<file path="config.mk">
export PLATFORM = sky130hd
export DESIGN_NAME = franken_mem_arbiter
export DESIGN_NICKNAME = d
export VERILOG_FILES = /design/src/rtl/franken_pkg.sv /design/src/rtl/franken_rr_arb2.sv /design/src/rtl/franken_mem_arbiter.sv
export SDC_FILE = /design/constraint.sdc
export NUM_CORES = 1
export LEC_CHECK = 0
export CORE_ASPECT_RATIO = 0.5
export CORE_MARGIN = 3
export CORE_UTILIZATION = 40
export CTS_BUF_LIST = sky130_fd_sc_hd__clkbuf_2 sky130_fd_sc_hd__clkbuf_4 sky130_fd_sc_hd__clkbuf_8
export CTS_CLUSTER_DIAMETER = 50
export DETAILED_ROUTE_END_ITERATION = 7
export DONT_BUFFER_PORTS = 1
export PLACE_DENSITY = 0.66
export SLEW_MARGIN = 20
export SYNTH_ARGS = -nofsm -noshare
export SYNTH_HDL_FRONTEND = slang
export SYNTH_SLANG_ARGS = --single-unit
</file>
<file path="constraint.sdc">
create_clock -name clk -period 2.9 [get_ports clk]
set_input_delay 0.58 -clock clk [delete_from_list [all_inputs] [get_ports clk]]
set_output_delay 0.58 -clock clk [all_outputs]
set_load 0.02 [all_outputs]
</file>
<file path="src/rtl/franken_pkg.sv">
// ---------------------------------------------------------------------------
// franken_pkg
// Shared constants for the Franken RISC-V unified-memory arbiter.
//   - FSM state encodings (IDLE / HOLD / WAIT)
//   - owner encodings for the two requesters (fetch port, data port)
//   - the byte-enable pattern used for instruction fetches
// ---------------------------------------------------------------------------
package franken_pkg;

    // Arbiter FSM states
    localparam logic [1:0] IDLE = 2'd0;
    localparam logic [1:0] HOLD = 2'd1;
    localparam logic [1:0] WAIT = 2'd2;

    // Which requester owns the current transaction
    localparam logic OWN_IF = 1'b0;
    localparam logic OWN_D  = 1'b1;

    // Instruction fetches always read a full 32-bit word
    localparam logic [3:0] BE_WORD = 4'b1111;

endpackage : franken_pkg

</file>
<file path="src/rtl/franken_rr_arb2.sv">
// ---------------------------------------------------------------------------
// franken_rr_arb2
// Two-way round-robin picker. With a single requester it simply selects
// that requester; on a tie it selects the one that was not granted last.
//
// Ports:
//   req        in  [1:0]  request vector, bit 0 = fetch port, bit 1 = data port
//   last_grant in  1      owner of the most recently accepted transaction
//   grant      out [1:0]  one-hot grant (all zero when nobody requests)
// ---------------------------------------------------------------------------
module franken_rr_arb2
    import franken_pkg::*;
(
    input  logic [1:0] req,
    input  logic       last_grant,
    output logic [1:0] grant
);

    // On a tie, favour whoever did not win last time so neither port starves.
    always_comb begin
        grant = 2'b00;
        case (req)
            2'b01:   grant = 2'b01;
            2'b10:   grant = 2'b10;
            2'b11:   grant = (last_grant == OWN_IF) ? 2'b10 : 2'b01;
            default: grant = 2'b00;
        endcase
    end

endmodule : franken_rr_arb2

</file>
<file path="src/rtl/franken_mem_arbiter.sv">
// ---------------------------------------------------------------------------
// franken_mem_arbiter
// Shares one single-port memory between the core's instruction-fetch port
// and its load/store data port. One transaction may be outstanding at a
// time; each waits at most TIMEOUT cycles for its response before an error
// response is forced back to the owning requester.
//
// Parameters:
//   AW       address width
//   DW       data width (byte enables are DW/8 wide, DW a multiple of 32)
//   TIMEOUT  WAIT cycles before an error response is generated (1..255)
//
// Ports:
//   clk, reset                 clock, asynchronous active-low reset
//   if_req/if_addr             fetch request (read only)
//   if_ready                   fetch request accepted this cycle (comb)
//   if_rvalid/if_rdata/if_err  fetch response pulse, data, timeout flag
//   d_req/d_we/d_be/d_addr/d_wdata   load/store request
//   d_ready                    data request accepted this cycle (comb)
//   d_rvalid/d_rdata/d_err     load data or store ack pulse, timeout flag
//   mem_req/mem_we/mem_be/mem_addr/mem_wdata   request to memory
//   mem_ready                  memory accepts the request this cycle
//   mem_rvalid/mem_rdata       memory response
// ---------------------------------------------------------------------------
module franken_mem_arbiter
    import franken_pkg::*;
#(
    parameter int AW      = 32,
    parameter int DW      = 32,
    parameter int TIMEOUT = 15
)
(
    input  logic            clk,
    input  logic            reset,

    input  logic            if_req,
    input  logic [AW-1:0]   if_addr,
    output logic            if_ready,
    output logic            if_rvalid,
    output logic [DW-1:0]   if_rdata,
    output logic            if_err,

    input  logic            d_req,
    input  logic            d_we,
    input  logic [DW/8-1:0] d_be,
    input  logic [AW-1:0]   d_addr,
    input  logic [DW-1:0]   d_wdata,
    output logic            d_ready,
    output logic            d_rvalid,
    output logic [DW-1:0]   d_rdata,
    output logic            d_err,

    output logic            mem_req,
    output logic            mem_we,
    output logic [DW/8-1:0] mem_be,
    output logic [AW-1:0]   mem_addr,
    output logic [DW-1:0]   mem_wdata,
    input  logic            mem_ready,
    input  logic            mem_rvalid,
    input  logic [DW-1:0]   mem_rdata
);

    localparam int              BW       = DW / 8;
    localparam logic [BW-1:0]   FETCH_BE = {(BW / 4){BE_WORD}};
    localparam logic [7:0]      TO_LIMIT = 8'(TIMEOUT);

    logic [1:0]    state;
    logic          owner;
    logic          last_grant;
    logic [7:0]    cnt;
    logic [7:0]    cnt_inc;
    logic          timeout_hit;

    // Request fields captured when the memory stalls, so the bus stays
    // stable in HOLD regardless of what the requester does meanwhile.
    logic          hold_we;
    logic [BW-1:0] hold_be;
    logic [AW-1:0] hold_addr;
    logic [DW-1:0] hold_wdata;

    logic [1:0]    grant;
    logic          sel_owner;
    logic          bus_active;
    logic          accept;

    franken_rr_arb2 u_arb (
        .req        ({d_req, if_req}),
        .last_grant (last_grant),
        .grant      (grant)
    );

    // Decide who is on the bus this cycle: the freshly arbitrated winner in
    // IDLE, the latched owner in HOLD, nobody while waiting for a response.
    always_comb begin
        bus_active = 1'b0;
        sel_owner  = owner;
        case (state)
            IDLE: begin
                bus_active = |grant;
                sel_owner  = grant[1] ? OWN_D : OWN_IF;
            end
            HOLD: begin
                bus_active = 1'b1;
                sel_owner  = owner;
            end
            default: begin
                bus_active = 1'b0;
                sel_owner  = owner;
            end
        endcase
    end

    // Memory request mux. Fields read as zero whenever no request is driven,
    // and the whole bus is forced quiet while reset is held low.
    always_comb begin
        mem_req   = 1'b0;
        mem_we    = 1'b0;
        mem_be    = '0;
        mem_addr  = '0;
        mem_wdata = '0;
        if (bus_active && reset) begin
            mem_req = 1'b1;
            if (state == HOLD) begin
                mem_we    = hold_we;
                mem_be    = hold_be;
                mem_addr  = hold_addr;
                mem_wdata = hold_wdata;
            end else if (sel_owner == OWN_D) begin
                mem_we    = d_we;
                mem_be    = d_be;
                mem_addr  = d_addr;
                mem_wdata = d_wdata;
            end else begin
                mem_be    = FETCH_BE;
                mem_addr  = if_addr;
            end
        end
    end

    assign accept      = mem_req & mem_ready;
    assign if_ready    = accept & (sel_owner == OWN_IF);
    assign d_ready     = accept & (sel_owner == OWN_D);

    assign cnt_inc     = cnt + 8'd1;
    assign timeout_hit = (cnt_inc == TO_LIMIT);

    // Main FSM plus response routing. Response pulses default low every
    // cycle; a real memory response always beats a simultaneous timeout.
    always_ff @(posedge clk or negedge reset) begin
        if (!reset) begin
            state      <= IDLE;
            owner      <= OWN_IF;
            last_grant <= OWN_IF;
            cnt        <= '0;
            hold_we    <= 1'b0;
            hold_be    <= '0;
            hold_addr  <= '0;
            hold_wdata <= '0;
            if_rvalid  <= 1'b0;
            if_err     <= 1'b0;
            if_rdata   <= '0;
            d_rvalid   <= 1'b0;
            d_err      <= 1'b0;
            d_rdata    <= '0;
        end else begin
            if_rvalid <= 1'b0;
            if_err    <= 1'b0;
            d_rvalid  <= 1'b0;
            d_err     <= 1'b0;
            case (state)
                IDLE: begin
                    if (bus_active) begin
                        owner <= sel_owner;
                        if (mem_ready) begin
                            last_grant <= sel_owner;
                            cnt        <= '0;
                            state      <= WAIT;
                        end else begin
                            hold_we    <= mem_we;
                            hold_be    <= mem_be;
                            hold_addr  <= mem_addr;
                            hold_wdata <= mem_wdata;
                            state      <= HOLD;
                        end
                    end
                end
                HOLD: begin
                    if (mem_ready) begin
                        last_grant <= owner;
                        cnt        <= '0;
                        state      <= WAIT;
                    end
                end
                WAIT: begin
                    cnt <= cnt_inc;
                    if (mem_rvalid || timeout_hit) begin
                        state <= IDLE;
                        if (owner == OWN_D) begin
                            d_rvalid <= 1'b1;
                            d_err    <= ~mem_rvalid;
                            d_rdata  <= mem_rvalid ? mem_rdata : '0;
                        end else begin
                            if_rvalid <= 1'b1;
                            if_err    <= ~mem_rvalid;
                            if_rdata  <= mem_rvalid ? mem_rdata : '0;
                        end
                    end
                end
                default: begin
                    state <= IDLE;
                end
            endcase
        end
    end

endmodule : franken_mem_arbiter

</file>
==> results.txt, run 1 <==
Measured slew at the worst slew-check pin: 0.669 ns
Total gr overflow: 0
First-pass GRT wire length: 33.9 mm
Number of synthesized flops with an enable pin: 0
Peak VDD IR: 0.000337 V
Row cnt: 35
Post-synthesis register bit count: 149
Reg2reg start: state[0]
Post-route setup slack: 0.0818 ns
Number of synthesis warnings: 0
Antenna Diode Count: 0
Setup crit end kind: primary output
Clock sinks: 149
Post-route DRC violation count: 0
Top cells by area, synth: dfrtp_1, a21oi_1, o21ai_2
Mapped Avg Cell Area: 9.21 µm²
Unrepaired setup endpoints after global routing: yes
WS Path Type: flip-flop to primary output
NumNets Final: 1050
Die area: 0.0218 mm²
DRT iter0 DRCs: 385
Total Routed Length: 21.7 mm
Achievable Freq: 355 MHz
Die width: 206 µm
Slew HR: 55.4%
Total Power: 7.39 mW
Die height: 106 µm
Pin count of the biggest net entering global routing: 154
Min-Delay Path Class: input port to asynchronous set/reset pin
Drt via density: 5.52
Ratio of cells with drive above 1 in the final layout: 26.6%
CTS tree: built
Gr usage total: 19.2%
Longest Clk Path Bufs: 2
Register area share after synthesis: 46.7%
Max-cap violations: 0
Final ANT Viol Nets: 0
Most frequent cell after synthesis: dfrtp_1
CP max FO: 10
Run status: finished with violations
Clk slew on worst S/H paths: 0.09 ns
Arr. time, crit path: 2.24 ns
TritonCTS Buffers: 17
Yosys top cell by area: dfrtp_1
Wirelength per Cell: 18.4 µm
Share of synthesized registers carrying an async set or reset: 100%
Pleak: 4.24 nW
Mapped cell area: 0.00798 mm²
IO buf count: 0
Hold Vio Cnt, Final: 149
Worst r2r path cells: 7
Syn nets: 1008
Dpl ws: 0.395 ns
Vias in the first global route: 6459
R2R Setup Slk: 0.55 ns
Setup violators final: 0
Layout Skew: 0.0186 ns
Top cells by count, synth: dfrtp_1, a21oi_1, inv_1
Slew Viols, Final: 0
R2R Path End: if_rdata[30]
Hold WS: -0.172 ns
Num ports: 279
Post-synth top flop: dfrtp_1
Failing checks: negative hold slack
Non-Filler Instances: 1181
Core Util, Final: 49.3%
Area growth, synth to finish: 17.2%
Final Cycle Share: 97.2%
Initial antenna violation count: 0
DR pass1 iterations: 5
Clk root buf: clkbuf_8
Vias: 6519
Area share of the largest cell type after synthesis: 46.7%
Placeable core region: 0.0190 mm²
Distinct cells, synth: 48
Final Critical Period: 2.82 ns
Initial Utilization: 42.1%
Clock latency on the worst-skew pair: 0.45 ns
PwrDens: 790 mW/mm²
Inst Count DP: 1139
CP required: 2.32 ns
Post-Syn Instances: 867
Startpoint types: flip-flop
H-tree Lvls: 4
GP Congestion: 0.759
Hpwl dp: 13.4 mm
[logic make-up after synthesis]
| group | Yosys count | share of synthesized area, % |
|---|---|---|
| fa+ha+maj | 2 | 0.313 |
| buf+inv | 173 | 9.98 |
| simple gates | 218 | 12.3 |
| mux | 34 | 4.44 |
| flops | 149 | 46.7 |
| compound gates | 289 | 26.0 |
| xor+xnor | 2 | 0.219 |
[per-stage QoR]
| step | cell area [µm²] | setup TNS [ns] |
|---|---|---|
| after floorplan | 7980 | 0 |
| after global placement | 8580 | 0 |
| after detailed placement | 8590 | 0 |
| after CTS | 9100 | 0 |
| after global routing | 9360 | -0.871 |
| final | 9360 | 0 |
[cells in the final DEF, fill, tap and decap left out, types with 3 or more instances in the layout]
cell      netlist  final
a22o_1         33     33
inv_1         100    100
a221oi_1       12      5
a21oi_1       101    101
dfrtp_1       149    148
nand2_1        77     76
and3_1          4      4
nand2b_1        3      3
a221oi_2       20     27
nand3_1        36     35
mux2i_1        32      7
o21ai_0        27     27
mux2i_2         0     17
buf_6           4      3
nor2_1         69     69
nor2b_1         6      5
o21ai_2        50     50
clkbuf_8        0     18
o22ai_1        33     33
nor3_1          8      8
a31oi_1         4      4
inv_6           0      5
buf_4           5     88
o31ai_1         3      3
mux2i_4         1      9
[where the power goes]
part | switching, mW | internal, mW | total (mW)
sequential | 0.669 | 2.55 | 3.22
combinational | 1.41 | 1.06 | 2.47
clock | 0.884 | 0.815 | 1.70
total | 2.96 | 4.42 | 7.39
[critical path: stages (launching register included)]
cell and delay, ns:
dfrtp_1 0.42, nor2_4 0.18, mux2i_4 0.27, buf_4 0.17, clkbuf_16 0.19, mux2i_1 0.26, a221oi_1 0.11, buf_4 0.20
[registers in the layout (all words and copies together), names as in the netlist, 2 cells and up]
register	cells
hold_addr	32
cnt	8
state	2
hold_be	4
if_rdata	32
d_rdata	32
hold_wdata	32
[how the worst max path moves through the flow]
stage          slack (ns)             end     start  cells past startpoint
2_1_floorplan        0.39    mem_addr[27]  state[0]                      6
3_5_place_dp         0.40    mem_wdata[5]     d_req                      6
5_1_grt             -0.05     mem_addr[4]  state[1]                      7
4_1_cts              0.01    mem_addr[16]  state[0]                      7
3_3_place_gp         0.43  hold_wdata[30]     d_req                      5
6_report             0.08     mem_addr[4]  state[1]                      7
[what timing repair did]
item                                    in CTS  in global routing
pin swaps                                    0                 10
cloned                                       1                  2
hold endpoints to repair                   149                149
resized for setup                           12                 34
endpoints found under the setup margin      31                 59
setup buffers                                2                  6
[metal layers]
| layer | track usage (%) | part of all wire (%) |
|---|---|---|
| met1 | 23.9 | 43 |
| met2 | 32.8 | 50 |
| met3 | 5.05 | 5.7 |
| met4 | 5.56 | 1.8 |
| met5 | 0 | 0 |
[area by class of cell]
cell class                 count  area, µm²
sequential                   149       3730
multi-input combinational    545       3700
clock inverter                14        164
fill                        1748       9610
timing repair buffer          96        820
clock buffer                  18        248
tap                          259        324
inverter                     100        375
No activity file was read; power rests on OpenSTA's default activity.
==> inputs of run 2 (changes only) <==
--- a/config.mk
+++ b/config.mk
@@ -11,4 +11,5 @@
 export CTS_BUF_LIST = sky130_fd_sc_hd__clkbuf_2 sky130_fd_sc_hd__clkbuf_4 sky130_fd_sc_hd__clkbuf_8
 export CTS_CLUSTER_DIAMETER = 50
+export CTS_CLUSTER_SIZE = 20
 export DETAILED_ROUTE_END_ITERATION = 7
 export DONT_BUFFER_PORTS = 1
==> constraint.sdc (replaced) <==
create_clock -name clk -period 2.9 [get_ports clk]
set_input_delay 0.145 -clock clk [delete_from_list [all_inputs] [get_ports clk]]
set_output_delay 0.145 -clock clk [all_outputs]
set_load 0.02 [all_outputs]
==> results.txt, run 2 (synthesis gave the netlist of run 1 again) <==
Hold Vio Cnt, Final: 149
Total Routed Length: 24.2 mm
Most frequent cells in the layout: dfrtp_1, dlygate4sd3_1, a21oi_1
Slew HR: 54.2%
DR pass1 iterations: 5
Row cnt: 35
Pleak: 4.74 nW
Clock sinks: 149
Most common cell after layout, fill and taps aside: dfrtp_1
Final Critical Period: 2.76 ns
Run status: finished with violations
Final Cycle Share: 95.1%
Failing checks: negative hold slack
GP Congestion: 0.756
Die area: 0.0218 mm²
Fin Setup TNS: 0 ns
Clk root buf: clkbuf_8
DRT iter0 DRCs: 616
Longest Clk Path Bufs: 2
Arr. time, crit path: 2.61 ns
Gr usage total: 21.8%
Die height: 106 µm
Wirelength per Cell: 18.6 µm
Clock latency on the worst-skew pair: 0.44 ns
Initial Utilization: 42.1%
Fill cells: 1659
CP required: 2.76 ns
Drt via density: 5.48
Unrepaired setup endpoints after global routing: no
Achievable Freq: 363 MHz
First-pass GRT wire length: 38.1 mm
Min-Delay Path Class: input port to asynchronous set/reset pin
Ratio of cells with drive above 1 in the final layout: 18.8%
Placeable core region: 0.0190 mm²
IO buf count: 0
Post-route DRC violation count: 0
TritonCTS Buffers: 17
Setup crit end kind: primary output
Max-cap violations: 0
NumNets Final: 1171
Layout Skew: 0.0206 ns
Antenna Diode Count: 0
Measured slew at the worst slew-check pin: 0.687 ns
CP max FO: 19
Area growth, synth to finish: 29.5%
PwrDens: 710 mW/mm²
Slew Viols, Final: 0
Final ANT Viol Nets: 0
Pin count of the biggest net entering global routing: 154
Peak VDD IR: 0.000355 V
Hpwl dp: 13.8 mm
Total gr overflow: 0
Startpoint types: flip-flop
Vias in the first global route: 7412
H-tree Lvls: 4
Hold-fix buffers, CTS: 139
Clk slew on worst S/H paths: 0.10 ns
Hold WS: -0.606 ns
Setup violators final: 0
WS Path Type: flip-flop to primary output
Vias: 7134
Num ports: 279
Initial antenna violation count: 0
Die width: 206 µm
CTS tree: built
Dpl ws: 0.427 ns
Post-route setup slack: 0.142 ns
-- run 2: cell count changes in the layout (fill, tap and decap cells not counted), sizes merged --
cell / delta
bufinv: -1
clkinv: +2
clkinvlp: -1
clkbuf: -1
dlygate4sd3: +138
buf: -16
-- run 2: what timing repair did --
item / 4_1_cts / 5_1_grt
hold endpoints to repair: 287 / 149
setup endpoints to repair: 18 / 34
gates cloned: 0 / 1
resized for setup: 1 / 5
buffers inserted: 0 / 0
-- run 2: where the power goes --
group | switching, mW | internal (mW)
registers | 0.678 | 2.55
logic | 1.43 | 1.09
clock network | 0.879 | 0.712
-- run 2: cell type report --
class	count	area (µm²)	area share, %
Inverter	100	375	3.63
Timing Repair Buffer	217	2040	19.7
Tap cell	259	324	3.13
Sequential cell	149	3730	36.1
Clock buffer	18	241	2.34
Multi-Input combinational cell	545	3490	33.8
Clock inverter	14	138	1.33
-- run 2: layer usage --
metal | wire length, µm | up-vias | global-route usage (%)
met2 | 12400 | 272 | 38.3
li1 | - | 3331 | -
met4 | 756 | 0 | 8.71
met1 | 9640 | 3462 | 25.9
met3 | 1390 | 69 | 5.02
met5 | 0 | - | 0
-- run 2: per-stage QoR --
stage	utilization (%)	total power, mW	cells	instance area [µm²]
6_report	54.5	7.34	1302	10300
5_1_grt	54.5	7.79	1302	10300
4_1_cts	54.3	7.30	1301	10300
3_5_place_dp	44.9	5.39	1130	8510
3_3_place_gp	44.8	5.30	1129	8500
2_1_floorplan	-	4.90	867	7980
-- run 2: final timing paths --
kind / from / depth (start not counted) / endpoint / slack, ns
max in group asynchronous: reset / 0 / d_rdata[7] / 3.20
min: reset / 0 / hold_addr[24] / -0.61
max reg2reg: state[1] / 6 / hold_addr[24] / 0.26
min reg2reg: cnt[7] / 1 / cnt[7] / 0.49
min in group clk: mem_ready / 2 / last_grant / 0.10
max: state[1] / 6 / mem_addr[30] / 0.14
-- run 2: critical path: stages (launching register included) --
cell and delay [ns]:
dfrtp_1 0.54, nor2_4 0.23, mux2i_4 0.43, clkbuf_16 0.29, mux2i_1 0.13, a221oi_1 0.35
buf_4 0.21
